### src/rtl/id_hazard_scoreboard_pkg.sv
// Shared types and constants for the decode-stage hazard scoreboard.
// Slot struct width follows REG_W_DEF; forwarding build selected by ID_HAZARD_FORWARDING_EN.
package id_hazard_scoreboard_pkg;

    localparam int REG_W_DEF = 32'd4;
    localparam int CNT_W_DEF = 32'd16;

    localparam logic [1:0] FWD_RF  = 2'b00;
    localparam logic [1:0] FWD_MEM = 2'b01;
    localparam logic [1:0] FWD_WB  = 2'b10;

    typedef struct packed {
        logic                 valid;
        logic [REG_W_DEF-1:0] dest;
        logic                 is_load;
    } sb_slot_t;

    localparam sb_slot_t SLOT_EMPTY = '{valid: 1'b0, dest: {REG_W_DEF{1'b0}}, is_load: 1'b0};

    // Newest producer wins; a bubble entering execute never forwards.
    function automatic logic [1:0] fwd_pick(input logic ex_hit, input logic mem_hit,
                                            input logic bubble);
        logic [1:0] sel;
        if (bubble) begin
            sel = FWD_RF;
        end else if (ex_hit) begin
            sel = FWD_MEM;
        end else if (mem_hit) begin
            sel = FWD_WB;
        end else begin
            sel = FWD_RF;
        end
        return sel;
    endfunction

endpackage

### src/rtl/id_hazard_scoreboard_if.sv
// Decode-side bundle of the hazard scoreboard: operand/control fields in,
// stall, forwarding selects and stall counter out.
interface id_hazard_scoreboard_if
    import id_hazard_scoreboard_pkg::*;
#(
    parameter int REG_W = REG_W_DEF,
    parameter int CNT_W = CNT_W_DEF
);
    logic             freeze;
    logic             flush;
    logic [REG_W-1:0] id_src1;
    logic [REG_W-1:0] id_src2;
    logic             id_rn_valid;
    logic             id_two_src;
    logic [REG_W-1:0] id_dest;
    logic             id_wb_en;
    logic             id_mem_r_en;
    logic             hazard;
    logic [1:0]       fwd_sel1;
    logic [1:0]       fwd_sel2;
    logic [CNT_W-1:0] stall_cnt;

    modport master (
        output freeze, flush, id_src1, id_src2, id_rn_valid, id_two_src,
               id_dest, id_wb_en, id_mem_r_en,
        input  hazard, fwd_sel1, fwd_sel2, stall_cnt
    );

    modport slave (
        input  freeze, flush, id_src1, id_src2, id_rn_valid, id_two_src,
               id_dest, id_wb_en, id_mem_r_en,
        output hazard, fwd_sel1, fwd_sel2, stall_cnt
    );
endinterface

### src/rtl/id_hazard_scoreboard_sb_match.sv
// Combinational comparator of one scoreboard slot against one decode source.
module sb_match
    import id_hazard_scoreboard_pkg::*;
(
    input  sb_slot_t             slot,
    input  logic                 src_valid,
    input  logic [REG_W_DEF-1:0] src,
    output logic                 match,
    output logic                 load_match
);
    assign match      = slot.valid & src_valid & (slot.dest == src);
    assign load_match = match & slot.is_load;
endmodule

### src/rtl/id_hazard_scoreboard.sv
// Decode-stage hazard scoreboard tracking execute/memory writers.
// Define ID_HAZARD_FORWARDING_EN for load-use-only stalls plus registered forwarding selects.
module id_hazard_scoreboard
    import id_hazard_scoreboard_pkg::*;
#(
    parameter int REG_W = REG_W_DEF,
    parameter int CNT_W = CNT_W_DEF
) (
    input  logic                  clk,
    input  logic                  rst,
    id_hazard_scoreboard_if.slave bus
);
    sb_slot_t         ex_r;
    sb_slot_t         mem_r;
    sb_slot_t         ex_next_s;
    logic [REG_W-1:0] dest_s;
    logic             ex_m1_s, ex_m2_s, mem_m1_s, mem_m2_s;
    logic             ex_l1_s, ex_l2_s, mem_l1_s, mem_l2_s;
    logic             hazard_s;
    logic [CNT_W-1:0] cnt_r;

    assign dest_s = bus.id_dest;

    sb_match u_ex_src1 (.slot(ex_r), .src_valid(bus.id_rn_valid), .src(bus.id_src1),
                        .match(ex_m1_s), .load_match(ex_l1_s));
    sb_match u_ex_src2 (.slot(ex_r), .src_valid(bus.id_two_src), .src(bus.id_src2),
                        .match(ex_m2_s), .load_match(ex_l2_s));
    sb_match u_mem_src1 (.slot(mem_r), .src_valid(bus.id_rn_valid), .src(bus.id_src1),
                         .match(mem_m1_s), .load_match(mem_l1_s));
    sb_match u_mem_src2 (.slot(mem_r), .src_valid(bus.id_two_src), .src(bus.id_src2),
                         .match(mem_m2_s), .load_match(mem_l2_s));

    // Incoming execute slot; a stall or a squash turns it into a bubble.
    always_comb begin
        ex_next_s         = SLOT_EMPTY;
        ex_next_s.valid   = bus.id_wb_en & ~hazard_s & ~bus.flush;
        ex_next_s.dest    = dest_s;
        ex_next_s.is_load = bus.id_mem_r_en;
    end

`ifdef ID_HAZARD_FORWARDING_EN
    logic       unused_load_s;
    logic       bubble_s;
    logic [1:0] sel1_r;
    logic [1:0] sel2_r;

    assign unused_load_s = mem_l1_s ^ mem_l2_s;
    assign bubble_s      = hazard_s | bus.flush;

    // Only a load still in execute has no result ready to forward.
    always_comb begin
        hazard_s = ex_l1_s | ex_l2_s;
    end

    // Forwarding selects travel with the consumer into execute.
    always_ff @(posedge clk or negedge rst) begin
        if (!rst) begin
            sel1_r <= FWD_RF;
            sel2_r <= FWD_RF;
        end else if (!bus.freeze) begin
            sel1_r <= fwd_pick(ex_m1_s, mem_m1_s, bubble_s);
            sel2_r <= fwd_pick(ex_m2_s, mem_m2_s, bubble_s);
        end
    end

    assign bus.fwd_sel1 = sel1_r;
    assign bus.fwd_sel2 = sel2_r;
`else
    logic unused_load_s;

    assign unused_load_s = ^{ex_l1_s, ex_l2_s, mem_l1_s, mem_l2_s};

    // Without forwarding every in-flight writer of a source blocks decode.
    always_comb begin
        hazard_s = ex_m1_s | ex_m2_s | mem_m1_s | mem_m2_s;
    end

    assign bus.fwd_sel1 = FWD_RF;
    assign bus.fwd_sel2 = FWD_RF;
`endif

    // Slot pipeline: execute slot moves to memory unless the pipe is frozen.
    always_ff @(posedge clk or negedge rst) begin
        if (!rst) begin
            ex_r  <= SLOT_EMPTY;
            mem_r <= SLOT_EMPTY;
        end else if (!bus.freeze) begin
            mem_r <= ex_r;
            ex_r  <= ex_next_s;
        end
    end

    // Saturating stall-cycle counter.
    always_ff @(posedge clk or negedge rst) begin
        if (!rst) begin
            cnt_r <= {CNT_W{1'b0}};
        end else if (!bus.freeze && hazard_s && (cnt_r != {CNT_W{1'b1}})) begin
            cnt_r <= cnt_r + {{(CNT_W-1){1'b0}}, 1'b1};
        end
    end

    assign bus.hazard    = hazard_s;
    assign bus.stall_cnt = cnt_r;
endmodule

### src/flat_wrapper.sv
// flat-port wrapper written by rule: the top's interface ports become plain ports
module id_hazard_scoreboard_flat import id_hazard_scoreboard_pkg::*;
#(
    parameter int REG_W = REG_W_DEF,
    parameter int CNT_W = CNT_W_DEF
)
  (clk, rst, bus_freeze, bus_flush, bus_id_src1, bus_id_src2, bus_id_rn_valid, bus_id_two_src, bus_id_dest, bus_id_wb_en, bus_id_mem_r_en, bus_hazard, bus_fwd_sel1, bus_fwd_sel2, bus_stall_cnt);
  id_hazard_scoreboard_if #(.REG_W(REG_W), .CNT_W(CNT_W)) bus_i ();
  input  logic clk;
  input  logic rst;
  input wire logic [$bits(bus_i.freeze)-1:0] bus_freeze;
  input wire logic [$bits(bus_i.flush)-1:0] bus_flush;
  input wire logic [$bits(bus_i.id_src1)-1:0] bus_id_src1;
  input wire logic [$bits(bus_i.id_src2)-1:0] bus_id_src2;
  input wire logic [$bits(bus_i.id_rn_valid)-1:0] bus_id_rn_valid;
  input wire logic [$bits(bus_i.id_two_src)-1:0] bus_id_two_src;
  input wire logic [$bits(bus_i.id_dest)-1:0] bus_id_dest;
  input wire logic [$bits(bus_i.id_wb_en)-1:0] bus_id_wb_en;
  input wire logic [$bits(bus_i.id_mem_r_en)-1:0] bus_id_mem_r_en;
  output wire logic [$bits(bus_i.hazard)-1:0] bus_hazard;
  output wire logic [$bits(bus_i.fwd_sel1)-1:0] bus_fwd_sel1;
  output wire logic [$bits(bus_i.fwd_sel2)-1:0] bus_fwd_sel2;
  output wire logic [$bits(bus_i.stall_cnt)-1:0] bus_stall_cnt;
  assign bus_i.freeze = bus_freeze;
  assign bus_i.flush = bus_flush;
  assign bus_i.id_src1 = bus_id_src1;
  assign bus_i.id_src2 = bus_id_src2;
  assign bus_i.id_rn_valid = bus_id_rn_valid;
  assign bus_i.id_two_src = bus_id_two_src;
  assign bus_i.id_dest = bus_id_dest;
  assign bus_i.id_wb_en = bus_id_wb_en;
  assign bus_i.id_mem_r_en = bus_id_mem_r_en;
  assign bus_hazard = bus_i.hazard;
  assign bus_fwd_sel1 = bus_i.fwd_sel1;
  assign bus_fwd_sel2 = bus_i.fwd_sel2;
  assign bus_stall_cnt = bus_i.stall_cnt;
  id_hazard_scoreboard #(.REG_W(REG_W), .CNT_W(CNT_W)) u_core (.clk(clk), .rst(rst), .bus(bus_i));
endmodule
### config.mk
export PLATFORM = sky130hd
export DESIGN_NAME = id_hazard_scoreboard_flat
export DESIGN_NICKNAME = d
export VERILOG_FILES = /design/src/rtl/id_hazard_scoreboard_pkg.sv /design/src/rtl/id_hazard_scoreboard_if.sv /design/src/rtl/id_hazard_scoreboard_sb_match.sv /design/src/rtl/id_hazard_scoreboard.sv /design/src/flat_wrapper.sv
export SDC_FILE = /design/constraint.sdc
export NUM_CORES = 1
export LEC_CHECK = 0
export ABC_AREA = 1
export CAP_MARGIN = 20
export CORE_MARGIN = 2
export CORE_UTILIZATION = 35
export DETAILED_ROUTE_END_ITERATION = 8
export GPL_ROUTABILITY_DRIVEN = 0
export GPL_TIMING_DRIVEN = 0
export PLACE_DENSITY = 0.72
export SYNTH_ARGS = -nofsm -noshare
export SYNTH_HDL_FRONTEND = slang
export SYNTH_SLANG_ARGS = --single-unit
### constraint.sdc
create_clock -name clk -period 1.31 [get_ports clk]
set_input_delay 0.3275 -clock clk [delete_from_list [all_inputs] [get_ports clk]]
set_output_delay 0.3275 -clock clk [all_outputs]
set_load 0.1 [all_outputs]
==> impl_metrics.py, run 1 <==
metrics = {
    "synth": {
        "synth_top_area_share_pct": 36.9,
        "ys_seq_elements": 26,
        "syn_area_mm2": 0.00177,
        "yosysTopAreaCell": "dfrtp_1",
        "yosysUniqueCellTypes": 29,
        "ys_seq_area_share_pct": 36.9,
        "syn-instance-count": 259,
        "syn_area_per_cell_um2": 6.82,
        "synth_area_leaders": "dfrtp_1 37%, nand2_1 21%, nand4_1 6.4%",
        "ys.warnings.count": 0,
    },
    "worst_hold_path": {
        "hp-class": "in2async",
    },
    "worst_setup_path": {
        "crit_start": "u_core.mem_r[3]",
        "critical_path_required_ps": 980,
        "crit_path_end_kind": "primary output",
        "worstReg2RegStart": "u_core.mem_r[3]",
        "setup.worst_path.end": "bus_hazard",
        "critPathKind": "reg2out",
        "r2r-end": "u_core.bus.stall_cnt[5]",
        "worstPathMaxFanout": 5,
        "start_kind": "register",
        "r2r_cells": 13,
        "reg2reg_slack_ps": -330,
        "cp_data_arrival_time_ps": 1500,
    },
    "timing": {
        "final_hold_viol_count": 0,
        "finalWorstSetupSlack_ps": -519,
        "slew_headroom_pct": 57.1,
        "fin_tns_setup_ps": -5830,
        "max_slew.worst_pin.slew_ps": 642,
        "rsz0062_at_grt": "true",
        "fmax_mhz": 547,
        "post-route-min-period_ps": 1830,
        "final_max_slew_viol_count": 0,
        "holdWs_ps": 448,
        "finalSetupViolations": 25,
        "finalClockSkew_ps": 9.13,
        "fin_crit_sh_pct": 140,
    },
    "floorplanning": {
        "die_h_um": 75.0,
        "die_area_mm2": 0.00563,
        "die-width_um": 75.0,
        "coreArea_mm2": 0.00479,
        "io_pins": 41,
        "initial_core_util_pct": 36.9,
        "rows": 25,
    },
    "layout": {
        "n_antenna_cell": 0,
        "final_nets": 343,
        "final_util_pct": 57.8,
        "drive_gt1_share_pct": 32.1,
        "stdcell_count": 388,
        "final_area_mm2": 0.00277,
        "syn_to_final_growth_pct": 56.8,
    },
    "drt": {
        "ant_nets": 0,
        "wl_per_cell_um": 12.5,
        "wl_um": 4860,
        "viasPerCell": 4.70,
        "initialDrtViolationCount": 32,
        "dr_total_vias": 1825,
        "dr.pass1.iters": 4,
        "drc": 0,
    },
    "grt": {
        "grt_pass1_vias": 1823,
        "grt.total_usage_pct": 18.3,
        "antenna_found_initial": 0,
        "gr-total-overflow": 0,
        "grt_pass1_wl_um": 8000,
        "grt_max_degree": 16,
    },
    "clock_tree": {
        "clock_sinks": 26,
        "clock_path_buffers": 2,
        "clock-root-buffer": "clkbuf_8",
        "clk_latency_ps": 280,
        "cts_tree": "done",
        "cts.clk_slew.worst_paths_ps": 100,
        "cts_buffers": 3,
        "htreeDepth": 1,
        "hold_buffers": 0,
    },
    "power": {
        "vdd_drop_max_mv": 1.52,
        "leakagePower_uw": 0.00129,
        "powerDensity_mw_per_mm2": 911,
    },
    "placement": {
        "dp_cells": 365,
        "post-dp-hpwl_um": 3220,
        "place.port_buffers": 35,
        "place_area_mm2": 0.00233,
    },
    "flow_run": {
        "drv_cap": 0,
    },
    "status": {
        "status": "finished with violations",
        "violations": "negative setup slack",
    },
}
## layer usage
layer	global-route usage [%]	vias to the layer above	share of wire, %	wire, um
met2	31.0	50	48	2350
met1	23.3	833	45	2180
li1	-	930	-	-
met5	0	-	0	0
met3	2.41	12	4.2	204
met4	7.74	0	2.7	130
## kinds of logic (layout without fill, tap and decap cells)
kind of cell,Yosys count,count (layout),synth area share (%)
XOR/XNOR,7,7,3.47
other,1,4,0.212
AND/OR/NAND/NOR,161,161,42.5
adder cells (fa/ha/maj),1,1,0.709
flip-flops,26,26,36.9
buffers and inverters,49,108,12.2
AO/OA/AOI/OAI,14,14,4.04
## worst min-delay path by stage
stage | endpoint | slack, ps | cells past startpoint
6_report | u_core.bus.stall_cnt[15] | 450 | 1
3_3_place_gp | u_core.mem_r[5] | 500 | 2
2_1_floorplan | u_core.bus.stall_cnt[12] | 30 | 0
5_1_grt | u_core.bus.stall_cnt[15] | 490 | 1
3_5_place_dp | u_core.mem_r[5] | 510 | 2
4_1_cts | u_core.bus.stall_cnt[15] | 470 | 1
## synthesized netlist by cell type (all sizes together)
master	count
xor2	5
ha	1
nand2	100
dfrtp	26
nor2	19
conb	1
buf	9
xnor2	2
inv	36
nand4	19
clkinv	1
nand3	16
nand3b	1
nor3	6
o21ai	10
o22ai	1
clkbuf	3
a21oi	3
## metrics by stage
stage	setup WS (ps)	power (uW)
after floorplan	-326	1560
after global placement	-1720	1760
after detailed placement	-1720	1790
after CTS	-533	2460
after global routing	-630	2640
final	-519	2520
## worst max-delay path, cell delays in order (launching register included)
cell,delay (ps)
dfrtp_2,450
nand2_1,80
nand2_1,50
nor2_1,90
nand3_1,90
nand2_1,90
inv_2,40
nand2_4,70
buf_12,110
buf_12,160
## cell type report
| class | count | area, um^2 |
|---|---|---|
| Fill cell | 439 | 2020 |
| Multi-Input combinational cell | 187 | 990 |
| Sequential cell | 26 | 706 |
| Timing Repair Buffer | 55 | 696 |
| Inverter | 37 | 144 |
| Buffer | 12 | 104 |
| Tap cell | 67 | 83.8 |
| Clock buffer | 4 | 45.0 |
## layout by cell type, fill, tap and decap left out, types with 2 or more instances in the layout
cell type        instances
dlygate4sd2_1           10
conb_1                   4
inv_1                   26
dfrtp_4                 13
nand4_1                 18
xor2_1                   5
clkbuf_1                 3
nor3_1                   5
nand3_1                 11
nor2_2                   2
xnor2_1                  2
inv_2                   10
nand2_2                  8
clkbuf_8                 3
a21oi_1                  2
buf_4                   17
dfrtp_2                  5
buf_6                    8
nand3_4                  2
buf_8                    3
o21ai_0                  9
nor2_1                  12
clkdlybuf4s50_1          8
nand3_2                  3
nor2_4                   5
buf_12                  15
dfrtp_1                  8
nand2_1                 91
## flip-flops by register name, summed over array words and instances (netlist names)
| name | cells |
|---|---|
| u_core.bus.stall_cnt | 16 |
| u_core.mem_r | 5 |
| u_core.ex_r | 5 |
## power breakdown
part / internal (uW) / switching [uW]
sequential: 893 / 99.4
combinational: 434 / 611
clock: 218 / 265
## repair_timing
| item | in CTS | in global routing |
|---|---|---|
| setup endpoints to repair | 34 | 37 |
| gates cloned | 0 | 2 |
| gates resized for setup | 164 | 28 |
| pin swaps | 9 | 11 |
| setup buffers | 13 | 5 |
No activity file was read; power rests on OpenSTA's default activity.
==> run 2, diff against run 1 <==
Settings changed: ABC_AREA 1 to default, CORE_ASPECT_RATIO from default to 0.75, CTS_CLUSTER_DIAMETER from default to 200, PLACE_DENSITY 0.72 to 0.74.
==> run 2 against run 1 <==
Effect of this change:
- the run still ends with negative setup slack left
- synthesized cell count down 51%
- via count down 38%
- design area down 18%
- die area down 19%
- combinational power down 32%
- sequential share of layout area up 5.0 points
- area after synthesis down 20%
- critical path type unchanged
==> impl_metrics.py, run 2 <==
metrics = {
    "synth": {
        "syn-instance-count": 128,
        "synth_area_leaders": "dfrtp_1 46%, xnor2_1 9.9%, mux2_2 7.2%",
        "synth_edf_count": 0,
        "ys_seq_elements": 26,
        "yosys.area_share.adder_pct": 0.885,
        "ys_dominant_reg_cell": "dfrtp_1",
        "yosysTopAreaCell": "dfrtp_1",
        "synth_top_area_share_pct": 46.0,
        "yosysUniqueCellTypes": 30,
        "synth_mux_area_share_pct": 10.4,
        "yosys-top-cells-count": "26 x dfrtp_1, 16 x xnor2_1, 12 x nand3_1",
        "ys_seq_area_share_pct": 46.0,
        "syn_area_mm2": 0.00141,
        "synth.most_common_cell": "dfrtp_1",
        "ys.warnings.count": 0,
        "syn_area_per_cell_um2": 11.0,
        "synth_top_family_by_area": "simple AND/OR/NAND/NOR gates",
        "synth_compound_area_share_pct": 2.30,
        "yosys.area_share.xor_xnor_pct": 16.1,
        "async_flop_share_pct": 100,
        "yosys.area_share.simple_pct": 19.3,
    },
    "layout": {
        "layout_commonest_cell": "clkdlybuf4s50_1",
        "seq_area_um2": 693,
        "final_nets": 197,
        "final_cell_mix": "14 x clkdlybuf4s50_1, 13 x xnor2_1, 11 x buf_12",
        "final_util_pct": 60.6,
        "multi_input_area_um2": 855,
        "syn_to_final_growth_pct": 60.9,
        "drive_gt1_share_pct": 48.6,
        "largest_reg_flops": 16,
        "n_antenna_cell": 0,
        "fill_cells": 322,
        "stdcell_count": 227,
    },
    "timing": {
        "fin_tns_setup_ps": -12390,
        "finalSetupViolations": 23,
        "fmax_mhz": 451,
        "holdWs_ps": 313,
        "final_hold_viol_count": 0,
        "finalWorstSetupSlack_ps": -908,
        "rsz0062_at_grt": "true",
        "post-route-min-period_ps": 2220,
        "final_max_slew_viol_count": 0,
        "finalClockSkew_ps": 8.55,
        "fin_crit_sh_pct": 169,
    },
    "clock_tree": {
        "clk_latency_ps": 280,
        "cts_tree": "done",
        "htreeDepth": 1,
        "clock-root-buffer": "clkbuf_8",
        "cts_buffers": 3,
        "cts.clk_slew.worst_paths_ps": 100,
        "clock_path_buffers": 2,
        "hold_buffers": 0,
        "clock_sinks": 26,
    },
    "status": {
        "violations": "negative setup slack",
        "status": "finished with violations",
    },
    "floorplanning": {
        "die_h_um": 59.0,
        "initial_core_util_pct": 37.6,
        "die_area_mm2": 0.00457,
        "coreArea_mm2": 0.00376,
        "rows": 19,
        "io_pins": 41,
        "die-width_um": 77.4,
    },
    "worst_setup_path": {
        "critPathKind": "reg2out",
        "crit_path_frequent_cell": "buf_12",
        "crit_path_end_kind": "primary output",
        "critical_path_required_ps": 980,
        "r2r_cells": 7,
        "worstReg2RegStart": "u_core.mem_r[2]",
        "critPathMaxStageDelay_ps": 510,
        "crit_slowest_cell": "or4b_4",
        "cp_data_arrival_time_ps": 1890,
        "crit_start": "u_core.mem_r[2]",
        "critical_path.top_delay_family": "simple AND/OR/NAND/NOR gates",
        "worstPathMaxFanout": 4,
        "path_cells": "a222oi_1 > or4b_4 > nand4_4 > buf_12 > buf_12",
        "start_kind": "register",
        "cp_num_buf_inv": 2,
        "crit_cells": 5,
    },
    "grt": {
        "grt_max_degree": 21,
        "grt_pass1_wl_um": 5490,
        "grt.total_usage_pct": 15.6,
        "gr-total-overflow": 0,
        "grt_pass1_vias": 1107,
        "antenna_found_initial": 0,
    },
    "power": {
        "power.internal_uw": 1600,
        "vdd_drop_max_mv": 1.40,
        "p_sw_uw": 783,
        "powerDensity_mw_per_mm2": 1050,
        "p_comb_share_pct": 30.0,
        "power_uw": 2380,
        "p_clk_share_pct": 28.3,
        "sw_frac_of_total_pct": 32.8,
        "leakagePower_uw": 0.000918,
        "power_frac_seq_pct": 41.7,
    },
    "drt": {
        "initialDrtViolationCount": 42,
        "drc": 0,
        "viasPerCell": 4.96,
        "ant_nets": 0,
        "dr_total_vias": 1126,
        "wl_um": 3300,
        "dr.pass1.iters": 4,
        "wl_per_cell_um": 14.6,
    },
    "placement": {
        "dp_cells": 219,
        "place.port_buffers": 35,
        "post-dp-hpwl_um": 2420,
    },
    "flow_run": {
        "drv_cap": 0,
    },
    "worst_hold_path": {
        "hp-class": "in2async",
    },
}
[run 2: logic make-up after synthesis]
family / count (synthesis)
AO/OA/AOI/OAI: 4
XOR/XNOR: 26
adder cells (fa/ha/maj): 1
buffers and inverters: 12
flip-flops: 26
multiplexers: 12
other: 1
AND/OR/NAND/NOR: 46
[run 2: through the flow]
stage          worst slack, ps  instance area (um^2)
3_5_place_dp             -2180                  2010
2_1_floorplan             -561                  1580
5_1_grt                  -1000                  2270
6_report                  -908                  2270
4_1_cts                   -911                  2200
3_3_place_gp             -2150                  1990
[run 2: area by class of cell]
type                    count  share of cell area (%)
flip-flops and latches     26                    30.5
repair buffers             40                    22.4
plain buffers               6                    2.53
clock inverters             1                    1.32
multi-input cells          93                    37.6
clock buffers               3                    1.82
inverters                   6                   0.990
well taps                  52                    2.86
[run 2: path summary, 6_finish.rpt]
kind | to | slack, ps
min in group clk | u_core.bus.stall_cnt[15] | 510
setup / recovery | bus_hazard | -910
hold / removal | u_core.bus.stall_cnt[1] | 310
setup reg to reg | u_core.bus.stall_cnt[14] | -790
hold reg to reg | u_core.bus.stall_cnt[15] | 510
max in group asynchronous | u_core.bus.stall_cnt[10] | 510
[run 2: power groups by stage]
stage	Sequential, uW	Clock (uW)	Combinational [uW]
CTS	989	691	705
floorplan	1170	0	254
detailed placement	989	0	628
finish	994	676	715
global route	1000	719	758
global placement	983	0	611
[run 2: per-layer routing]
layer  wire length, um  GRT usage (%)  part of all wire, %
met5                 0              0                    0
met4                 0           1.53                    0
met3               164           3.96                  5.0
met2              1660           26.5                   50
met1              1480           21.2                   45
[run 2: timing repair]
| item | in CTS | in global routing |
|---|---|---|
| pin swaps | 2 | 0 |
| setup endpoints to repair | 42 | 30 |
| resized for setup | 142 | 15 |
| setup buffers | 3 | 2 |
[run 2: worst register-to-register path: cells and delay by family (launching register included)]
family,cells,cell delay (ps)
flops,1,430
simple gates,3,710
mux,1,300
compound gates,1,290
buf+inv,2,250
==> run 3, diff against run 2 <==
Settings changed: CTS_CLUSTER_DIAMETER 200 to 120.
==> results of run 3 <==
Same layout as run 2: the final DEF is identical, and so are final timing and power.
